### src/rtl/tinyrv1_pkg.sv
// tinyrv1_pkg: encodings and enums shared by the multi-cycle control unit
package tinyrv1_pkg;
    localparam logic [6:0] OP_OP     = 7'b0110011;
    localparam logic [6:0] OP_IMM    = 7'b0010011;
    localparam logic [6:0] OP_LOAD   = 7'b0000011;
    localparam logic [6:0] OP_STORE  = 7'b0100011;
    localparam logic [6:0] OP_JAL    = 7'b1101111;
    localparam logic [6:0] OP_JALR   = 7'b1100111;
    localparam logic [6:0] OP_BRANCH = 7'b1100011;
    localparam logic [2:0] F3_ADD    = 3'b000;
    localparam logic [2:0] F3_LW     = 3'b010;
    localparam logic [2:0] F3_BNE    = 3'b001;
    localparam logic [6:0] F7_ADD    = 7'b0000000;
    localparam logic [6:0] F7_MUL    = 7'b0000001;
    localparam logic [1:0] IMM_I = 2'd0, IMM_S = 2'd1, IMM_J = 2'd2, IMM_B = 2'd3;
    localparam logic [1:0] PC_PLUS4 = 2'd0, PC_JAL = 2'd1, PC_JR = 2'd2, PC_BR = 2'd3;
    localparam logic [1:0] WB_ALU = 2'd0, WB_MEM = 2'd1, WB_MUL = 2'd2, WB_PC4 = 2'd3;
    typedef enum logic [3:0] {
        S_FETCH, S_FWAIT, S_DECODE, S_EXEC, S_MEM, S_MWAIT, S_MUL, S_MULWAIT, S_HALT
    } state_t;
    typedef enum logic [3:0] {
        C_ADD, C_MUL, C_ADDI, C_LW, C_SW, C_JAL, C_JR, C_BNE, C_ILL
    } iclass_t;
endpackage

### src/rtl/proc_ctrl_decode.sv
// proc_ctrl_decode: classifies the instruction register into class, immediate format and legality
module proc_ctrl_decode
    import tinyrv1_pkg::*;
(
    input  logic [31:0] i_inst,
    output iclass_t     o_cls,
    output logic [1:0]  o_imm_type,
    output logic        o_illegal
);
    logic [6:0] w_op;
    logic [6:0] w_f7;
    logic [2:0] w_f3;
    logic       w_unused;
    assign w_unused = ^i_inst[19:15];
    always_comb begin
        w_op = i_inst[6:0];
        w_f3 = i_inst[14:12];
        w_f7 = i_inst[31:25];
        o_cls = (w_op == OP_OP && w_f3 == F3_ADD && w_f7 == F7_ADD) ? C_ADD :
                (w_op == OP_OP && w_f3 == F3_ADD && w_f7 == F7_MUL) ? C_MUL :
                (w_op == OP_IMM && w_f3 == F3_ADD)                  ? C_ADDI :
                (w_op == OP_LOAD && w_f3 == F3_LW)                  ? C_LW :
                (w_op == OP_STORE && w_f3 == F3_LW)                 ? C_SW :
                (w_op == OP_JAL)                                    ? C_JAL :
                (w_op == OP_JALR && w_f3 == F3_ADD && i_inst[11:7] == 5'd0 && i_inst[31:20] == 12'd0) ? C_JR :
                (w_op == OP_BRANCH && w_f3 == F3_BNE)               ? C_BNE : C_ILL;
        o_imm_type = (o_cls == C_SW)  ? IMM_S :
                     (o_cls == C_JAL) ? IMM_J :
                     (o_cls == C_BNE) ? IMM_B : IMM_I;
        o_illegal = o_cls == C_ILL;
    end
endmodule

### src/rtl/proc_multicycle_ctrl.sv
// proc_multicycle_ctrl: sequences fetch/decode/execute/memory/writeback for the multi-cycle TinyRV1 datapath
module proc_multicycle_ctrl
    import tinyrv1_pkg::*;
#(
    parameter bit RESET_HALT = 1'b0
) (
    input  logic        clk,
    input  logic        reset,
    input  logic [31:0] inst,
    input  logic        eq,
    output logic        mem_req_val,
    input  logic        mem_req_rdy,
    output logic        mem_req_type,
    output logic        mem_addr_sel,
    input  logic        mem_resp_val,
    output logic        mul_req_val,
    input  logic        mul_req_rdy,
    input  logic        mul_resp_val,
    output logic        ir_en,
    output logic        pc_en,
    output logic [1:0]  pc_sel,
    output logic [1:0]  imm_type,
    output logic        op2_sel,
    output logic        rf_wen,
    output logic [1:0]  wb_sel,
    output logic        illegal,
    output logic        halted
);
    state_t     r_state;
    logic       r_illegal;
    iclass_t    w_cls;
    logic [1:0] w_imm;
    logic       w_ill;
    logic       w_ex;
    logic       w_mem_done;
    logic       w_mul_done;

    proc_ctrl_decode u_decode (
        .i_inst     (inst),
        .o_cls      (w_cls),
        .o_imm_type (w_imm),
        .o_illegal  (w_ill)
    );

    always_ff @(posedge clk) begin
        if (reset) begin
            r_state   <= RESET_HALT ? S_HALT : S_FETCH;
            r_illegal <= 1'b0;
        end else begin
            case (r_state)
                S_FETCH:   if (mem_req_rdy) r_state <= S_FWAIT;
                S_FWAIT:   if (mem_resp_val) r_state <= S_DECODE;
                S_DECODE: begin
                    if (w_ill) r_illegal <= 1'b1;
                    r_state <= w_ill ? S_HALT :
                               (w_cls == C_MUL) ? S_MUL :
                               (w_cls == C_LW || w_cls == C_SW) ? S_MEM : S_EXEC;
                end
                S_EXEC:    r_state <= S_FETCH;
                S_MEM:     if (mem_req_rdy) r_state <= S_MWAIT;
                S_MWAIT:   if (mem_resp_val) r_state <= S_FETCH;
                S_MUL:     if (mul_req_rdy) r_state <= S_MULWAIT;
                S_MULWAIT: if (mul_resp_val) r_state <= S_FETCH;
                default:   r_state <= S_HALT;
            endcase
        end
    end

    // Outputs are Mealy: handshake responses must act in the cycle they arrive
    always_comb begin
        w_ex         = r_state == S_EXEC;
        w_mem_done   = r_state == S_MWAIT && mem_resp_val;
        w_mul_done   = r_state == S_MULWAIT && mul_resp_val;
        mem_req_val  = r_state == S_FETCH || r_state == S_MEM;
        mem_req_type = r_state == S_MEM && w_cls == C_SW;
        mem_addr_sel = r_state == S_MEM;
        mul_req_val  = r_state == S_MUL;
        ir_en        = r_state == S_FWAIT && mem_resp_val;
        pc_en        = w_ex || w_mem_done || w_mul_done;
        pc_sel       = !w_ex ? PC_PLUS4 :
                       (w_cls == C_JAL) ? PC_JAL :
                       (w_cls == C_JR) ? PC_JR :
                       (w_cls == C_BNE && !eq) ? PC_BR : PC_PLUS4;
        imm_type     = (r_state == S_DECODE || w_ex || r_state == S_MEM) ? w_imm : IMM_I;
        op2_sel      = (w_ex && w_cls == C_ADDI) || r_state == S_MEM;
        rf_wen       = (w_ex && (w_cls == C_ADD || w_cls == C_ADDI || w_cls == C_JAL)) ||
                       (w_mem_done && w_cls == C_LW) || w_mul_done;
        wb_sel       = (w_ex && w_cls == C_JAL) ? WB_PC4 :
                       w_mul_done ? WB_MUL :
                       (w_mem_done && w_cls == C_LW) ? WB_MEM : WB_ALU;
        illegal      = r_illegal;
        halted       = r_state == S_HALT;
    end
endmodule
### config.mk
export PLATFORM = sky130hd
export DESIGN_NAME = proc_multicycle_ctrl
export DESIGN_NICKNAME = d
export VERILOG_FILES = /design/src/rtl/tinyrv1_pkg.sv /design/src/rtl/proc_ctrl_decode.sv /design/src/rtl/proc_multicycle_ctrl.sv
export SDC_FILE = /design/constraint.sdc
export NUM_CORES = 1
export LEC_CHECK = 0
export CORE_MARGIN = 10
export CORE_UTILIZATION = 32
export CTS_CLUSTER_DIAMETER = 120
export DETAILED_ROUTE_END_ITERATION = 10
export PLACE_DENSITY_LB_ADDON = 0.25
export SYNTH_ARGS = -nofsm -noshare
export SYNTH_HDL_FRONTEND = slang
export SYNTH_SLANG_ARGS = --single-unit
export TNS_END_PERCENT = 10
### constraint.sdc
create_clock -name clk -period 1.6 [get_ports clk]
set_input_delay 0.32 -clock clk [delete_from_list [all_inputs] [get_ports clk]]
set_output_delay 0.32 -clock clk [all_outputs]
set_load 0.01 [all_outputs]
-- Word level (Yosys, flattened, before mapping)
Cells that the tools add are included.
- reductions and logical operators: 39
- muxes and demuxes: 29
- equality and inequality tests: 32
- operator list (operator ; number):
    4-bit two-way mux ; 15
    4-bit by 3-bit equality test with 1-bit output (second input constant) ; 8
    4-bit one-hot mux with 8 select lines ; 1
    7-bit equality test (second input constant) ; 3
    2-bit two-way mux ; 10
    1-bit logical AND ; 19
    4-bit by 2-bit equality test with 1-bit output (second input constant) ; 4
    7-bit by 6-bit equality test with 1-bit output (second input constant) ; 2
    12-bit logical NOT ; 1
    1-bit logical OR ; 11
    2-bit != test (second input constant) ; 5
    4-bit by 1-bit equality test with 1-bit output (second input constant) ; 2
    4-bit equality test (second input constant) ; 2
    4-bit logical NOT ; 2
    7-bit by 1-bit equality test with 1-bit output (second input constant) ; 1
    7-bit by 2-bit equality test with 1-bit output (second input constant) ; 1
    7-bit by 5-bit equality test with 1-bit output (second input constant) ; 1
    7-bit logical NOT ; 1
    3-bit two-way mux ; 2
    6-bit AND reduction ; 1
    5-bit logical NOT ; 1
    3-bit by 1-bit equality test with 1-bit output (second input constant) ; 1
    3-bit by 2-bit equality test with 1-bit output (second input constant) ; 1
    3-bit logical NOT ; 1
    other kinds (4) ; 4
- output and inout port bits: 16
- bits in registers: 5
- word-level logic and storage cells: 102
- input port bits: 39

-- Logic depth before layout (Yosys ltp)
- depth after elaboration: 17
- depth in mapped cells: 6
- depth with buffers taken out: 5

-- Modules after synthesis
From an unflattened synthesis, not the netlist that was laid out.
- cell total of the unflattened synthesis: 119
- area total of the unflattened synthesis: 837.1 sq um
- by module, submodules not included (module ; sequential area each (sq um) ; cells each ; instances ; area each (sq um)):
    proc_multicycle_ctrl ; 100.1 ; 82 ; 1 ; 581.8
    proc_ctrl_decode ; 0.0 ; 37 ; 1 ; 255.2

-- Worst setup path after synthesis
Ideal clock, no wire load.
- path kind: input -> output
- start: input port inst[30]
- end: output port op2_sel
- slack: -0.185 ns
- path buffers: 0
- arrival time: 1.465 ns
- stages: 5
- required time: 1.280 ns
- path through: nor4_4 nand2_1 a2111oi_0 nand2_1 o21bai_1
- word-level cells in the longest chain between the ends: 12
- elaborated cells on any way between the ends: 16
- those cells by class: 2 x eq/ne; 7 x mux; 7 x reduce/logical
- RTL lines (element ; RTL line ; text):
    start: declaration ; proc_multicycle_ctrl.sv:9 ; input logic [31:0] inst,
    12-bit logical NOT ; proc_ctrl_decode.sv:25 ; (w_op == OP_JALR && w_f3 == F3_ADD && i_inst[11:7] == 5'd0 && i_inst[31:20] == 12'd0) ? C_JR :
    1-bit logical AND ; proc_ctrl_decode.sv:25 ;
    4-bit two-way mux ; proc_ctrl_decode.sv:25 ;
    4-bit two-way mux ; proc_ctrl_decode.sv:24 ; (w_op == OP_JAL) ? C_JAL :
    4-bit two-way mux ; proc_ctrl_decode.sv:23 ; (w_op == OP_STORE && w_f3 == F3_LW) ? C_SW :
    4-bit two-way mux ; proc_ctrl_decode.sv:22 ; (w_op == OP_LOAD && w_f3 == F3_LW) ? C_LW :
    4-bit two-way mux ; proc_ctrl_decode.sv:21 ; (w_op == OP_IMM && w_f3 == F3_ADD) ? C_ADDI :
    4-bit two-way mux ; proc_ctrl_decode.sv:20 ; (w_op == OP_OP && w_f3 == F3_ADD && w_f7 == F7_MUL) ? C_MUL :
    4-bit two-way mux (*) ; proc_ctrl_decode.sv:19 ; o_cls = (w_op == OP_OP && w_f3 == F3_ADD && w_f7 == F7_ADD) ? C_ADD :
    4-bit by 2-bit equality test with 1-bit output (*) ; proc_multicycle_ctrl.sv:85 ; op2_sel = (w_ex && w_cls == C_ADDI) || r_state == S_MEM;
    1-bit logical AND (*) ; proc_multicycle_ctrl.sv:85 ;
    1-bit logical OR (*) ; proc_multicycle_ctrl.sv:85 ;
    end: declaration ; proc_multicycle_ctrl.sv:23 ; output logic op2_sel,
Every way passes the cells marked *; elsewhere a longest branch is shown, timed or not.

-- Worst setup path in the final report
- start: input port inst[13]
- end: output port op2_sel
- word-level cells in the longest chain between the ends: 14
- elaborated cells on any way between the ends: 24
- those cells by class: 3 x eq/ne; 8 x mux; 13 x reduce/logical
- RTL lines (element ; RTL line):
    3-bit logical NOT ; -
    1-bit logical AND (3 in series) ; proc_ctrl_decode.sv:25
    4-bit two-way mux ; proc_ctrl_decode.sv:25
    4-bit two-way mux ; proc_ctrl_decode.sv:24
    4-bit two-way mux ; proc_ctrl_decode.sv:23
    4-bit two-way mux ; proc_ctrl_decode.sv:22
    4-bit two-way mux ; proc_ctrl_decode.sv:21
    4-bit two-way mux ; proc_ctrl_decode.sv:20
    4-bit two-way mux (*) ; proc_ctrl_decode.sv:19
    4-bit by 2-bit equality test with 1-bit output (*) ; proc_multicycle_ctrl.sv:85
    1-bit logical AND (*) ; proc_multicycle_ctrl.sv:85
    1-bit logical OR (*) ; proc_multicycle_ctrl.sv:85
Marks and branches as above.

==> results.py <==
metrics = {
    "clocking": {
        "cts_tree": "done",
        "cts_sinks": 5,
        "clock_latency_ps": 260,
        "h-tree-depth": 1,
        "cts_root_buffer": "clkbuf_4",
        "cts_buffer_depth": 2,
        "clkTransAtPathRegs_ps": 40,
        "numCtsBuffers": 3,
    },
    "setup_path": {
        "cpMostUsedCell": "buf_6",
        "path_cells": "buf_2 -> or3_4 -> a2111oi_4 -> nand2_4 -> buf_6 -> o21bai_4 -> buf_6",
        "end_kind": "output pin",
        "crit_type": "in -> out",
        "worstPathMaxFanout": 5,
        "arrival_ps": 1650,
        "required_ps": 1280,
        "cpMaxStageDelayCell": "a2111oi_4",
        "critPathLaunchType": "primary input",
        "critPathMaxStageDelay_ps": 390,
    },
    "global_route": {
        "antenna_found_initial": 0,
        "grt_pass1_wl_um": 6130,
        "grt_remaining_overflow": 0,
        "track_usage": 0.146,
        "grt_pass1_vias": 1317,
        "grt_max_degree": 10,
    },
    "detailed_routing": {
        "antenna_left": 0,
        "num_vias": 1296,
        "viasPerCell": 5.42,
        "routed_wl_um": 3930,
        "first_pass_iters": 4,
        "first_iter_violations": 68,
        "wl_per_cell_um": 16.5,
        "route.detailed.drc": 0,
    },
    "floorplanning": {
        "die_w_um": 70.5,
        "std_cell_rows": 18,
        "num_io_pins": 55,
        "start_util": 0.332,
        "die_y_um": 70.5,
        "dieArea_um2": 4970,
        "fp.coreArea_um2": 2450,
    },
    "logic_synthesis": {
        "ys_types": 43,
        "synth-edff-count": 0,
        "synth_seq_cells": 5,
        "syn_inst": 117,
        "netlist_area_um2": 816,
        "ys.flop_type": "dfxtp_1",
        "syn_area_per_cell_um2": 6.97,
        "yosysSeqAreaShare": 0.123,
        "async_flop_share": 0,
        "yosys_warnings": 0,
        "syn_nets": 156,
    },
    "status": {
        "violations": "setup timing",
        "outcome": "finished, violations left",
    },
    "layout": {
        "area_delta_synth_final_pct": 110,
        "diodes": 0,
        "layout.nets": 249,
        "layout-drive-gt1-share": 0.536,
        "n_fill_cell": 198,
        "final_util": 0.699,
    },
    "sta": {
        "final_max_slew_viol_count": 0,
        "fmax_ghz": 0.508,
        "skew_ps": 11.0,
        "tightest_slew_ps": 341,
        "period_share": 1.23,
        "maxSlewHeadroom": 0.771,
        "rsz0062_at_grt": "true",
        "post-route-min-period_ps": 1970,
        "hold_viol_final": 0,
        "setup_viol": 15,
        "timing.final.ws_setup_ps": -370,
    },
    "power": {
        "leakagePower_nw": 0.766,
        "ir_drop_v": 0.000523,
        "cellPowerDensity_nw_per_um2": 515,
    },
    "place": {
        "place_worst_setup_slack_ps": -1130,
        "portBuffers": 49,
        "finalWeightedCongestion": 0.938,
        "dp_hpwl_um": 2970,
    },
    "hold_path": {
        "holdCritPathClass": "reg -> reg",
    },
    "run": {
        "maxCapViolCount": 0,
    },
}
placed cells by master (no fill, tap or decap), drive strengths merged, types with 2 or more instances in the layout:
cell	synthesis	routed
buf	5	65
nand2	16	16
dlygate4sd2	0	14
nor2	10	10
nor3	10	10
a21oi	8	8
clkbuf	0	8
nor2b	7	7
nor4	7	7
clkdlybuf4s50	0	6
nand3	5	5
dfxtp	5	5
o21ai	5	5
inv	4	4
or3	4	4
clkdlybuf4s15	0	4
a21o	3	3
o31ai	3	3
nand3b	3	3
nand2b	3	3
nand4	2	2
and3	2	2
o211ai	2	2
per-layer routing:
layer,vias up,routed length (um),share of wire,GRT usage
met3,6,195,0.050,0.0339
met5,-,0,0,0
met1,618,1610,0.41,0.150
met4,0,59,0.015,0.0461
met2,46,2070,0.53,0.279
li1,626,-,-,-
path summary, 6_finish.rpt:
kind                            slack [ps]       start       to  depth (start not counted)
worst max-delay path                  -370    inst[13]  op2_sel                          7
worst min-delay path                   470     illegal  illegal                          2
worst max register to register         -20  r_state[0]  illegal                          7
worst min register to register         470     illegal  illegal                          2
worst max-delay path: cells and delay by family:
family          cells  cell delay, ps
simple gates        2             460
compound gates      2             490
buf+inv             3             380
report_power, final:
part / total [mW] / leakage (nW) / switching [mW] / internal [mW]
Sequential: 0.164 / 0.0412 / 0.0160 / 0.148
Clock: 0.158 / 0.0150 / 0.0632 / 0.0950
Combinational: 0.562 / 0.710 / 0.274 / 0.288
Total: 0.884 / 0.766 / 0.353 / 0.531
flip-flops by register name (all words and copies together), names as in the netlist:
name,cells
r_state,4
illegal,1
metrics by stage:
stage	std cells	area [um^2]	power (mW)	hold slack (ps)	setup TNS, ps
CTS	237	1670	0.841	453	-2440
global route	239	1720	0.941	504	-3520
finish	239	1720	0.884	466	-2510
global placement	225	1590	0.692	437	-12600
detailed placement	225	1590	0.706	451	-13050
floorplan	117	843	0.413	389	-267
Yosys cell counts (2+ instances only):
cell      count  area, um^2
nor3_1        8        40.0
nor2_1       10        37.5
dfxtp_1       5         100
inv_1         4        15.0
buf_2         3        15.0
buf_6         2        22.5
nand3_1       4        20.0
nand2b_1      2        12.5
a21o_1        3        22.5
o31ai_1       3        22.5
nand3b_1      2        15.0
nor2b_1       7        43.8
o21ai_0       5        25.0
a21oi_1       8        40.0
or3_1         3        18.8
nor4_1        6        37.5
nand2_1      16        60.1
cell families after synthesis:
| kind of cell | after synthesis | synth area share |
|---|---|---|
| AOI/OAI and AO/OA | 26 | 0.210 |
| xor gates and xnor gates | 1 | 0.0107 |
| buffers and inverters | 9 | 0.0644 |
| DFF | 5 | 0.123 |
| muxes | 1 | 0.0123 |
| and+or+nand+nor | 75 | 0.580 |
cell type report:
class / count / area [um^2] / area share
Multi-Input combinational cell: 103 / 800 / 0.466
Timing Repair Buffer: 93 / 737 / 0.429
Sequential cell: 5 / 101 / 0.0590
Tap cell: 30 / 37.5 / 0.0219
Clock buffer: 4 / 26.3 / 0.0153
Inverter: 4 / 15.0 / 0.00875
timing repair:
item | 4_1_cts | 5_1_grt
gates resized for setup | 142 | 22
setup buffers | 8 | 2
setup endpoints to repair | 20 | 19
hold endpoints to repair | 0 | 0
hold buffers | 0 | 0
pin swaps | 21 | 9
cloned | 0 | 0
No activity file was read; power rests on OpenSTA's default activity.
